[src/rtl/router_pkg.sv]
// Shared types and constants for the router write-side packet controller.
package router_pkg;
   localparam int DATA_W = 8;
   localparam int N_DEST = 3;
   localparam int CNT_W  = 6;
   localparam logic [1:0] ADDR_INVALID = 2'd3;

   typedef enum logic [2:0] {
      DECODE_ADDRESS,
      WAIT_TILL_EMPTY,
      LOAD_FIRST_DATA,
      LOAD_DATA,
      FIFO_FULL_STATE,
      LOAD_AFTER_FULL,
      CHECK_PARITY
   } state_e;

   // Per-destination flag select; the invalid address reads as 0.
   function automatic logic sel_dest(input logic [N_DEST-1:0] v, input logic [1:0] a);
      logic [3:0] ext;
      ext = '0;
      ext[N_DEST-1:0] = v;
      return ext[a];
   endfunction
endpackage

[src/rtl/router_pkt_ctrl_fsm.sv]
// State register and next-state logic of the router packet controller.
module router_pkt_ctrl_fsm
   import router_pkg::*;
(
   input  logic        clk,
   input  logic        reset,
   input  logic        pkt_valid,
   input  logic [1:0]  hdr_addr,
   input  logic [1:0]  cur_addr,
   input  logic [2:0]  fifo_full,
   input  logic [2:0]  fifo_empty,
   input  logic [2:0]  soft_reset,
   input  logic        hold_is_par,
   output logic [2:0]  state,
   output logic        hdr_take
);
   state_e state_q, state_d;
   logic   drop_q, drop_d;
   logic   full_a, empty_a, sr_a;

   always_comb begin
      state_d  = state_q;
      drop_d   = drop_q;
      hdr_take = 1'b0;
      full_a   = sel_dest(fifo_full, cur_addr);
      empty_a  = sel_dest(fifo_empty, cur_addr);
      sr_a     = sel_dest(soft_reset, cur_addr);
      // drop_q swallows the rest of a packet sent to the invalid address
      if (!pkt_valid) drop_d = 1'b0;
      if (state_q != DECODE_ADDRESS && sr_a) begin
         state_d = DECODE_ADDRESS;
      end else begin
         case (state_q)
            DECODE_ADDRESS:
               if (pkt_valid && !drop_q) begin
                  if (hdr_addr == ADDR_INVALID) begin
                     drop_d = 1'b1;
                  end else begin
                     hdr_take = 1'b1;
                     state_d  = sel_dest(fifo_empty, hdr_addr) ? LOAD_FIRST_DATA : WAIT_TILL_EMPTY;
                  end
               end
            WAIT_TILL_EMPTY: if (empty_a) state_d = LOAD_FIRST_DATA;
            LOAD_FIRST_DATA: state_d = LOAD_DATA;
            LOAD_DATA:
               if (full_a)          state_d = FIFO_FULL_STATE;
               else if (!pkt_valid) state_d = CHECK_PARITY;
            FIFO_FULL_STATE: if (!full_a) state_d = LOAD_AFTER_FULL;
            LOAD_AFTER_FULL: state_d = hold_is_par ? CHECK_PARITY : LOAD_DATA;
            CHECK_PARITY:    state_d = DECODE_ADDRESS;
            default:         state_d = DECODE_ADDRESS;
         endcase
      end
   end

   always_ff @(posedge clk) begin
      if (reset) begin
         state_q <= DECODE_ADDRESS;
         drop_q  <= 1'b0;
      end else begin
         state_q <= state_d;
         drop_q  <= drop_d;
      end
   end

   assign state = state_q;
endmodule

[src/rtl/router_pkt_ctrl.sv]
// Write-side packet controller of the 1x3 router: header decode, FIFO write
// steering, full-stall hold buffer, parity and length checking.
module router_pkt_ctrl
   import router_pkg::*;
(
   input  logic        clk,
   input  logic        reset,
   input  logic        pkt_valid,
   input  logic [7:0]  data_in,
   input  logic [2:0]  fifo_full,
   input  logic [2:0]  fifo_empty,
   input  logic [2:0]  soft_reset,
   output logic [7:0]  dout,
   output logic [2:0]  write_enb,
   output logic        lfd_state,
   output logic        busy,
   output logic        parity_done,
   output logic        err,
   output logic        len_err
);
   logic [DATA_W-1:0] hdr_q, hdr_d, hold_q, hold_d, par_q, par_d, rx_par_q, rx_par_d;
   logic [CNT_W-1:0]  cnt_q, cnt_d;
   logic              hold_par_q, hold_par_d, ovf_q, ovf_d;
   logic [2:0]        state_raw;
   state_e            state;
   logic              hdr_take, abort, full_a, wr, pay_wr;
   logic [DATA_W-1:0] pay_byte;
   logic [1:0]        addr;
   logic [CNT_W-1:0]  len;

   router_pkt_ctrl_fsm u_fsm (
      .clk         (clk),
      .reset       (reset),
      .pkt_valid   (pkt_valid),
      .hdr_addr    (data_in[1:0]),
      .cur_addr    (addr),
      .fifo_full   (fifo_full),
      .fifo_empty  (fifo_empty),
      .soft_reset  (soft_reset),
      .hold_is_par (hold_par_q),
      .state       (state_raw),
      .hdr_take    (hdr_take)
   );

   assign state  = state_e'(state_raw);
   assign addr   = hdr_q[1:0];
   assign len    = hdr_q[7:2];
   assign abort  = (state != DECODE_ADDRESS) && sel_dest(soft_reset, addr);
   assign full_a = sel_dest(fifo_full, addr);

   always_comb begin
      hdr_d       = hdr_q;
      hold_d      = hold_q;
      hold_par_d  = hold_par_q;
      par_d       = par_q;
      rx_par_d    = rx_par_q;
      cnt_d       = cnt_q;
      ovf_d       = ovf_q;
      dout        = '0;
      wr          = 1'b0;
      lfd_state   = 1'b0;
      busy        = 1'b0;
      parity_done = 1'b0;
      err         = 1'b0;
      len_err     = 1'b0;
      pay_wr      = 1'b0;
      pay_byte    = data_in;
      case (state)
         WAIT_TILL_EMPTY: busy = 1'b1;
         LOAD_FIRST_DATA: begin
            busy      = 1'b1;
            dout      = hdr_q;
            wr        = 1'b1;
            lfd_state = 1'b1;
         end
         LOAD_DATA: begin
            dout = data_in;
            if (!abort) begin
               if (!full_a) begin
                  wr = 1'b1;
                  if (pkt_valid) pay_wr   = 1'b1;
                  else           rx_par_d = data_in;
               end else begin
                  hold_d     = data_in;
                  hold_par_d = !pkt_valid;
               end
            end
         end
         FIFO_FULL_STATE: busy = 1'b1;
         LOAD_AFTER_FULL: begin
            busy = 1'b1;
            dout = hold_q;
            wr   = 1'b1;
            if (hold_par_q) begin
               rx_par_d = hold_q;
            end else begin
               pay_wr   = 1'b1;
               pay_byte = hold_q;
            end
         end
         CHECK_PARITY: begin
            busy        = 1'b1;
            parity_done = 1'b1;
            err         = (par_q != rx_par_q);
            len_err     = (cnt_q != len) || ovf_q;
         end
         default: ;
      endcase
      if (abort) begin
         wr          = 1'b0;
         lfd_state   = 1'b0;
         pay_wr      = 1'b0;
         parity_done = 1'b0;
         err         = 1'b0;
         len_err     = 1'b0;
      end
      if (pay_wr) begin
         par_d = par_q ^ pay_byte;
         // saturate; a 64th payload byte can never match the 6-bit length
         if (cnt_q == {CNT_W{1'b1}}) ovf_d = 1'b1;
         else                        cnt_d = cnt_q + 1'b1;
      end
      if (hdr_take) begin
         hdr_d = data_in;
         par_d = data_in;
         cnt_d = '0;
         ovf_d = 1'b0;
      end
      write_enb = wr ? (3'b001 << addr) : 3'b000;
      if (reset) begin
         dout        = '0;
         write_enb   = '0;
         lfd_state   = 1'b0;
         busy        = 1'b0;
         parity_done = 1'b0;
         err         = 1'b0;
         len_err     = 1'b0;
      end
   end

   always_ff @(posedge clk) begin
      if (reset) begin
         hdr_q      <= '0;
         hold_q     <= '0;
         hold_par_q <= 1'b0;
         par_q      <= '0;
         rx_par_q   <= '0;
         cnt_q      <= '0;
         ovf_q      <= 1'b0;
      end else begin
         hdr_q      <= hdr_d;
         hold_q     <= hold_d;
         hold_par_q <= hold_par_d;
         par_q      <= par_d;
         rx_par_q   <= rx_par_d;
         cnt_q      <= cnt_d;
         ovf_q      <= ovf_d;
      end
   end
endmodule

[config.mk]
export PLATFORM = sky130hd
export DESIGN_NAME = router_pkt_ctrl
export DESIGN_NICKNAME = d
export VERILOG_FILES = /design/src/rtl/router_pkg.sv /design/src/rtl/router_pkt_ctrl_fsm.sv /design/src/rtl/router_pkt_ctrl.sv
export SDC_FILE = /design/constraint.sdc
export NUM_CORES = 1
export LEC_CHECK = 0
export BUFFER_PORTS_ARGS = -buffer_cell sky130_fd_sc_hd__buf_4
export CAP_MARGIN = 25
export CORE_UTILIZATION = 62
export DETAILED_ROUTE_END_ITERATION = 6
export PLACE_DENSITY = 0.88
export SKIP_LAST_GASP = 1
export SLEW_MARGIN = 20
export SYNTH_ARGS = -nofsm -noshare
export SYNTH_HDL_FRONTEND = slang
export SYNTH_SLANG_ARGS = --single-unit
[constraint.sdc]
create_clock -name clk -period 4.8 [get_ports clk]
set_input_delay 0 -clock clk [delete_from_list [all_inputs] [get_ports clk]]
set_output_delay 0 -clock clk [all_outputs]
set_load 0.03 [all_outputs]
==> impl_results.html <==
<table>
<tr><th>Metric</th><th>Value</th></tr>
<tr><th colspan="2">Run status</th></tr>
<tr><td>Result of the run</td><td>finished, final reports clean</td></tr>
<tr><th colspan="2">Yosys</th></tr>
<tr><td>Count of cell types in the netlist</td><td>59</td></tr>
<tr><td>Area of the mapped netlist</td><td>approximately 2800 sq um</td></tr>
<tr><td>Share of synthesized area occupied by flip-flops and latches</td><td>roughly a third</td></tr>
<tr><td>Area share of fa/ha/maj cells after synthesis</td><td>0.446%</td></tr>
<tr><td>Yosys warning total</td><td>0</td></tr>
<tr><td>Share of cell area taken by muxes after synthesis</td><td>10.8%</td></tr>
<tr><td>Main flop type after synthesis</td><td>sky130_fd_sc_hd__dfxtp_1</td></tr>
<tr><td>Simple-gate area share of the yosys netlist</td><td>20.3%</td></tr>
<tr><td>Synth Instances</td><td>313</td></tr>
<tr><td>Flop and latch count out of synthesis</td><td>44</td></tr>
<tr><td>Post-synthesis async set-or-reset flop share</td><td>0%</td></tr>
<tr><td>Mapped Avg Cell Area</td><td>between 8 and 9 sq um</td></tr>
<tr><td>Net Count, Synth</td><td>334</td></tr>
<tr><td>Share of Yosys cell area claimed by the top area cell type</td><td>31.4%</td></tr>
<tr><td>Main combinational cell family by area after synthesis</td><td>compound AO/OA/AOI/OAI gates</td></tr>
<tr><td>Number of enable-type register cells in the synthesized netlist</td><td>0</td></tr>
<tr><td>Share of the synthesized netlist area taken by xor and xnor gates</td><td>4.68%</td></tr>
<tr><td>Most used standard cell by instance count after synthesis</td><td>sky130_fd_sc_hd__dfxtp_1</td></tr>
<tr><td>Biggest area consumer among synthesized cells</td><td>sky130_fd_sc_hd__dfxtp_1</td></tr>
<tr><td>Top cell types by occurrence after synthesis</td><td>sky130_fd_sc_hd__dfxtp_1, sky130_fd_sc_hd__nor2_1, sky130_fd_sc_hd__nand2_1</td></tr>
<tr><td>Largest cells by area after synthesis</td><td>sky130_fd_sc_hd__dfxtp_1, sky130_fd_sc_hd__mux2i_1, sky130_fd_sc_hd__xor2_1</td></tr>
<tr><td>Share of the synthesized area in compound gates (AO/OA/AOI/OAI)</td><td>about 27%</td></tr>
<tr><th colspan="2">STA</th></tr>
<tr><td>Setup TNS</td><td>0 ns</td></tr>
<tr><td>Number of pins exceeding their max-slew limit in the final report</td><td>0</td></tr>
<tr><td>Minimum clock period after layout</td><td>between 3 and 4 ns</td></tr>
<tr><td>Transition time at the pin with the least slew margin</td><td>0.827 ns</td></tr>
<tr><td>Max-Slew Margin vs Limit</td><td>44.6%</td></tr>
<tr><td>Final number of setup-violating endpoints</td><td>0</td></tr>
<tr><td>Fmax</td><td>roughly 0.31 GHz</td></tr>
<tr><td>Worst Clk Skew</td><td>0.00774 ns</td></tr>
<tr><td>Setup repair after global routing missed its margin</td><td>false</td></tr>
<tr><td>Smallest hold slack</td><td>between 0.009 and 0.01 ns</td></tr>
<tr><td>Final Hold Viols</td><td>0</td></tr>
<tr><td>Post-route fraction of the period consumed by the critical path</td><td>67.0%</td></tr>
<tr><th colspan="2">Routing</th></tr>
<tr><td>Detailed-route via count</td><td>2,707</td></tr>
<tr><td>Vias per inst</td><td>6.96</td></tr>
<tr><td>Drt wl/cell</td><td>~19 um</td></tr>
<tr><td>DRT iter0 DRCs</td><td>297</td></tr>
<tr><td>Antenna Violating Nets Remaining</td><td>0</td></tr>
<tr><td>Pre-Repair DR Iteration Count</td><td>5</td></tr>
<tr><td>Overall routed net length</td><td>7.41 mm</td></tr>
<tr><td>Drc violations</td><td>0</td></tr>
<tr><th colspan="2">GRT</th></tr>
<tr><td>Number of antenna violations at the first check in global routing</td><td>0</td></tr>
<tr><td>GR Overflow Total</td><td>0</td></tr>
<tr><td>All-layer global routing usage</td><td>31.0%</td></tr>
<tr><td>Via count of the first global-routing pass</td><td>between 2,000 and 2,500</td></tr>
<tr><td>Wire length of the first global-routing pass</td><td>about 12 mm</td></tr>
<tr><td>Pin count of the biggest net entering global routing</td><td>33</td></tr>
<tr><th colspan="2">Finish</th></tr>
<tr><td>Share of cells above drive strength 1</td><td>23.1%</td></tr>
<tr><td>Post-route cell area</td><td>3190 sq um</td></tr>
<tr><td>Area added between synthesis and finish</td><td>13.7%</td></tr>
<tr><td>Final layout net count</td><td>357</td></tr>
<tr><td>Antenna diode instance count</td><td>0</td></tr>
<tr><td>Core Util, Final</td><td>73.2%</td></tr>
<tr><td>Number of fillers in the final layout</td><td>305</td></tr>
<tr><th colspan="2">Critical path</th></tr>
<tr><td>Critical path buffers and inverters</td><td>0</td></tr>
<tr><td>Nature of the critical path startpoint</td><td>flop</td></tr>
<tr><td>Crit Path Max Fanout</td><td>16</td></tr>
<tr><td>Crit path arrival time</td><td>3.39 ns</td></tr>
<tr><td>Startpoint of the most critical register-to-register path</td><td>u_fsm.state[1]</td></tr>
<tr><td>Slowest stage cell on the critical path</td><td>sky130_fd_sc_hd__o21bai_2</td></tr>
<tr><td>Endpoint of the most critical setup path</td><td>cnt_q[5]</td></tr>
<tr><td>Critical path depth</td><td>5</td></tr>
<tr><td>Dominant delay contributor by cell family on the critical path</td><td>simple AND/OR/NAND/NOR gates</td></tr>
<tr><td>Required time of the critical path</td><td>4.97 ns</td></tr>
<tr><td>Depth of the most critical reg-to-reg path</td><td>5</td></tr>
<tr><td>Register-to-Register Setup Slack</td><td>1.58 ns</td></tr>
<tr><td>Category of the worst setup path capture point</td><td>flop</td></tr>
<tr><td>Crit path kind</td><td>flop to flop</td></tr>
<tr><td>Worst setup path startpoint</td><td>u_fsm.state[1]</td></tr>
<tr><td>Endpoint of the worst register-to-register path</td><td>cnt_q[5]</td></tr>
<tr><td>Ordered list of cells on the worst path</td><td>nor2b_1 &gt; nand2_1 &gt; o21bai_2 &gt; and2_4 &gt; a311oi_1</td></tr>
<tr><td>Worst stage delay on the critical path</td><td>0.71 ns</td></tr>
<tr><th colspan="2">Clock tree</th></tr>
<tr><td>Number of buffers on the longest clock path</td><td>2</td></tr>
<tr><td>Count of instances resized after the clock tree is built</td><td>0</td></tr>
<tr><td>Num Clock Sinks</td><td>44</td></tr>
<tr><td>Skew-Pair Late Insertion Delay</td><td>0.30 ns</td></tr>
<tr><td>Reg clk slew, reported paths</td><td>0.09 ns</td></tr>
<tr><td>Clock tree root driver cell</td><td>sky130_fd_sc_hd__clkbuf_8</td></tr>
<tr><td>TritonCTS clock tree</td><td>built</td></tr>
<tr><td>Depth of the CTS H-tree</td><td>2</td></tr>
<tr><td>Number of CTS-inserted buffers</td><td>5</td></tr>
<tr><th colspan="2">Floorplanning</th></tr>
<tr><td>Y dimension of the die</td><td>69.3 um</td></tr>
<tr><td>Number of core rows</td><td>24</td></tr>
<tr><td>Starting density of the core</td><td>64.4%</td></tr>
<tr><td>IO Pins</td><td>36</td></tr>
<tr><td>DIE AREA</td><td>4800 sq um</td></tr>
<tr><td>Placeable core region</td><td>4350 sq um</td></tr>
<tr><td>Chip width</td><td>69.3 um</td></tr>
<tr><th colspan="2">Placement</th></tr>
<tr><td>HPWL reported at the end of detailed placement</td><td>5.23 mm</td></tr>
<tr><td>Routability Congestion</td><td>0.936</td></tr>
<tr><td>Port-buffer cells</td><td>35</td></tr>
<tr><td>Post-place instance area</td><td>3010 sq um</td></tr>
<tr><th colspan="2">Job</th></tr>
<tr><td>Count of max-cap constraint violations</td><td>0</td></tr>
<tr><th colspan="2">Pwr</th></tr>
<tr><td>Part of the power in registers</td><td>44.0%</td></tr>
<tr><td>Net switching power of the design</td><td>342 uW</td></tr>
<tr><td>Internal power summed over all cells</td><td>around 680 uW</td></tr>
<tr><td>Worst ir drop on vdd</td><td>0.000248 V</td></tr>
<tr><td>Static Leakage</td><td>0.00133 uW</td></tr>
<tr><td>Relative contribution of the clock network to total power</td><td>~29%</td></tr>
<tr><td>Part of the total power dissipated in combinational logic</td><td>26.8%</td></tr>
<tr><td>Share of total power consumed by net switching</td><td>33.3%</td></tr>
<tr><td>Power density over cell area</td><td>322 nW/um^2</td></tr>
<tr><th colspan="2">Hold path</th></tr>
<tr><td>Type of the worst min-delay path</td><td>primary input to flop</td></tr>
</table>
## cell families (layout without fill, tap and decap cells)
kind of cell / after synthesis / count (layout)
muxes: 28 / 28
xor gates and xnor gates: 15 / 15
DFF: 44 / 44
and+or+nand+nor: 107 / 107
buffers and inverters: 29 / 53
adders and majority gates: 1 / 1
AOI/OAI and AO/OA: 89 / 89
## layer usage
metal	vias to the layer above	share of wire (%)	wire length (um)	global-route usage, %
li1	1236	-	-	-
met1	1279	40	3000	40.2
met2	166	48	3520	49.1
met3	26	9.0	666	6.54
met4	0	3.0	219	14.5
met5	-	0	0	0
## worst min-delay path by stage
stage | start | endpoint | slack, ns | cells past startpoint
2_1_floorplan | data_in[2] | hdr_q[2] | 0.13 | 1
3_3_place_gp | data_in[2] | hdr_q[2] | 0.27 | 2
5_1_grt | data_in[4] | hdr_q[4] | 0.01 | 2
3_5_place_dp | data_in[7] | hdr_q[7] | 0.28 | 2
4_1_cts | data_in[4] | par_q[4] | 0.002 | 3
6_report | data_in[4] | par_q[4] | 0.01 | 3
## power groups by stage
stage | Sequential, uW | Combinational (uW) | Clock, uW
final | 452 | 275 | 299
after global routing | 458 | 294 | 317
after CTS | 449 | 270 | 302
after detailed placement | 456 | 265 | 0
after global placement | 454 | 256 | 0
after floorplan | 425 | 227 | 0
## layout make-up
class	instances	area [sq um]	share of cell area [%]
Inverter	4	15.0	0.471
Clock inverter	2	38.8	1.22
Sequential cell	44	881	27.6
Timing Repair Buffer	41	324	10.2
Multi-Input combinational cell	240	1780	55.9
Tap cell	52	65.1	2.04
Clock buffer	6	82.6	2.59
## tightest hold or removal path, stage by stage
cell and delay, ns:
sky130_fd_sc_hd__buf_4 0.14, sky130_fd_sc_hd__a32oi_1 0.08, sky130_fd_sc_hd__o211ai_2 0.07
## sequential cells by signal, indices dropped and copies added, names as in the netlist
| signal | count |
|---|---|
| hdr_q | 8 |
| hold_q | 8 |
| par_q | 8 |
| rx_par_q | 8 |
| cnt_q | 6 |
| u_fsm.state | 3 |
| hold_par_q | 1 |
| ovf_q | 1 |
| u_fsm.drop_q | 1 |
## placed cells by master (no fill, tap or decap), types with 2 or more instances in the layout
master / n
sky130_fd_sc_hd__dfxtp_1: 44
sky130_fd_sc_hd__buf_4: 35
sky130_fd_sc_hd__nor2_1: 30
sky130_fd_sc_hd__nand2_1: 23
sky130_fd_sc_hd__mux2i_1: 19
sky130_fd_sc_hd__xor2_1: 14
sky130_fd_sc_hd__nor3_1: 11
sky130_fd_sc_hd__nand3_1: 10
sky130_fd_sc_hd__a211oi_1: 9
sky130_fd_sc_hd__o211ai_2: 9
sky130_fd_sc_hd__mux2_2: 8
sky130_fd_sc_hd__a32oi_1: 8
sky130_fd_sc_hd__o22ai_1: 8
sky130_fd_sc_hd__a22o_1: 8
sky130_fd_sc_hd__a22oi_1: 7
sky130_fd_sc_hd__a21oi_1: 7
sky130_fd_sc_hd__a31oi_1: 7
sky130_fd_sc_hd__clkbuf_8: 6
sky130_fd_sc_hd__nor4_1: 5
sky130_fd_sc_hd__o21ai_0: 5
sky130_fd_sc_hd__dlygate4sd3_1: 5
sky130_fd_sc_hd__nand3b_1: 4
sky130_fd_sc_hd__inv_1: 4
sky130_fd_sc_hd__and3_1: 4
sky130_fd_sc_hd__nor3b_1: 3
sky130_fd_sc_hd__a31o_2: 3
sky130_fd_sc_hd__and3b_1: 2
sky130_fd_sc_hd__nor2b_1: 2
sky130_fd_sc_hd__o21ai_2: 2
sky130_fd_sc_hd__nor4b_1: 2
sky130_fd_sc_hd__a21o_1: 2
sky130_fd_sc_hd__a41o_1: 2
sky130_fd_sc_hd__a211oi_2: 2
## through the flow
| step | worst slack (ns) | std cells | power [uW] |
|---|---|---|---|
| after global placement | 1.87 | 375 | 710 |
| after global routing | 1.34 | 389 | 1070 |
| final | 1.58 | 389 | 1030 |
| after CTS | 1.66 | 389 | 1020 |
| after floorplan | 2.71 | 313 | 651 |
| after detailed placement | 1.73 | 376 | 722 |
## what timing repair did
item / in CTS / in global routing
endpoints found under the hold margin: 10 / 0
hold buffers: 5 / 0
setup endpoints to repair: 0 / 0
setup buffers: 0 / 0
Note: power is estimated with default switching activity, not from simulation.
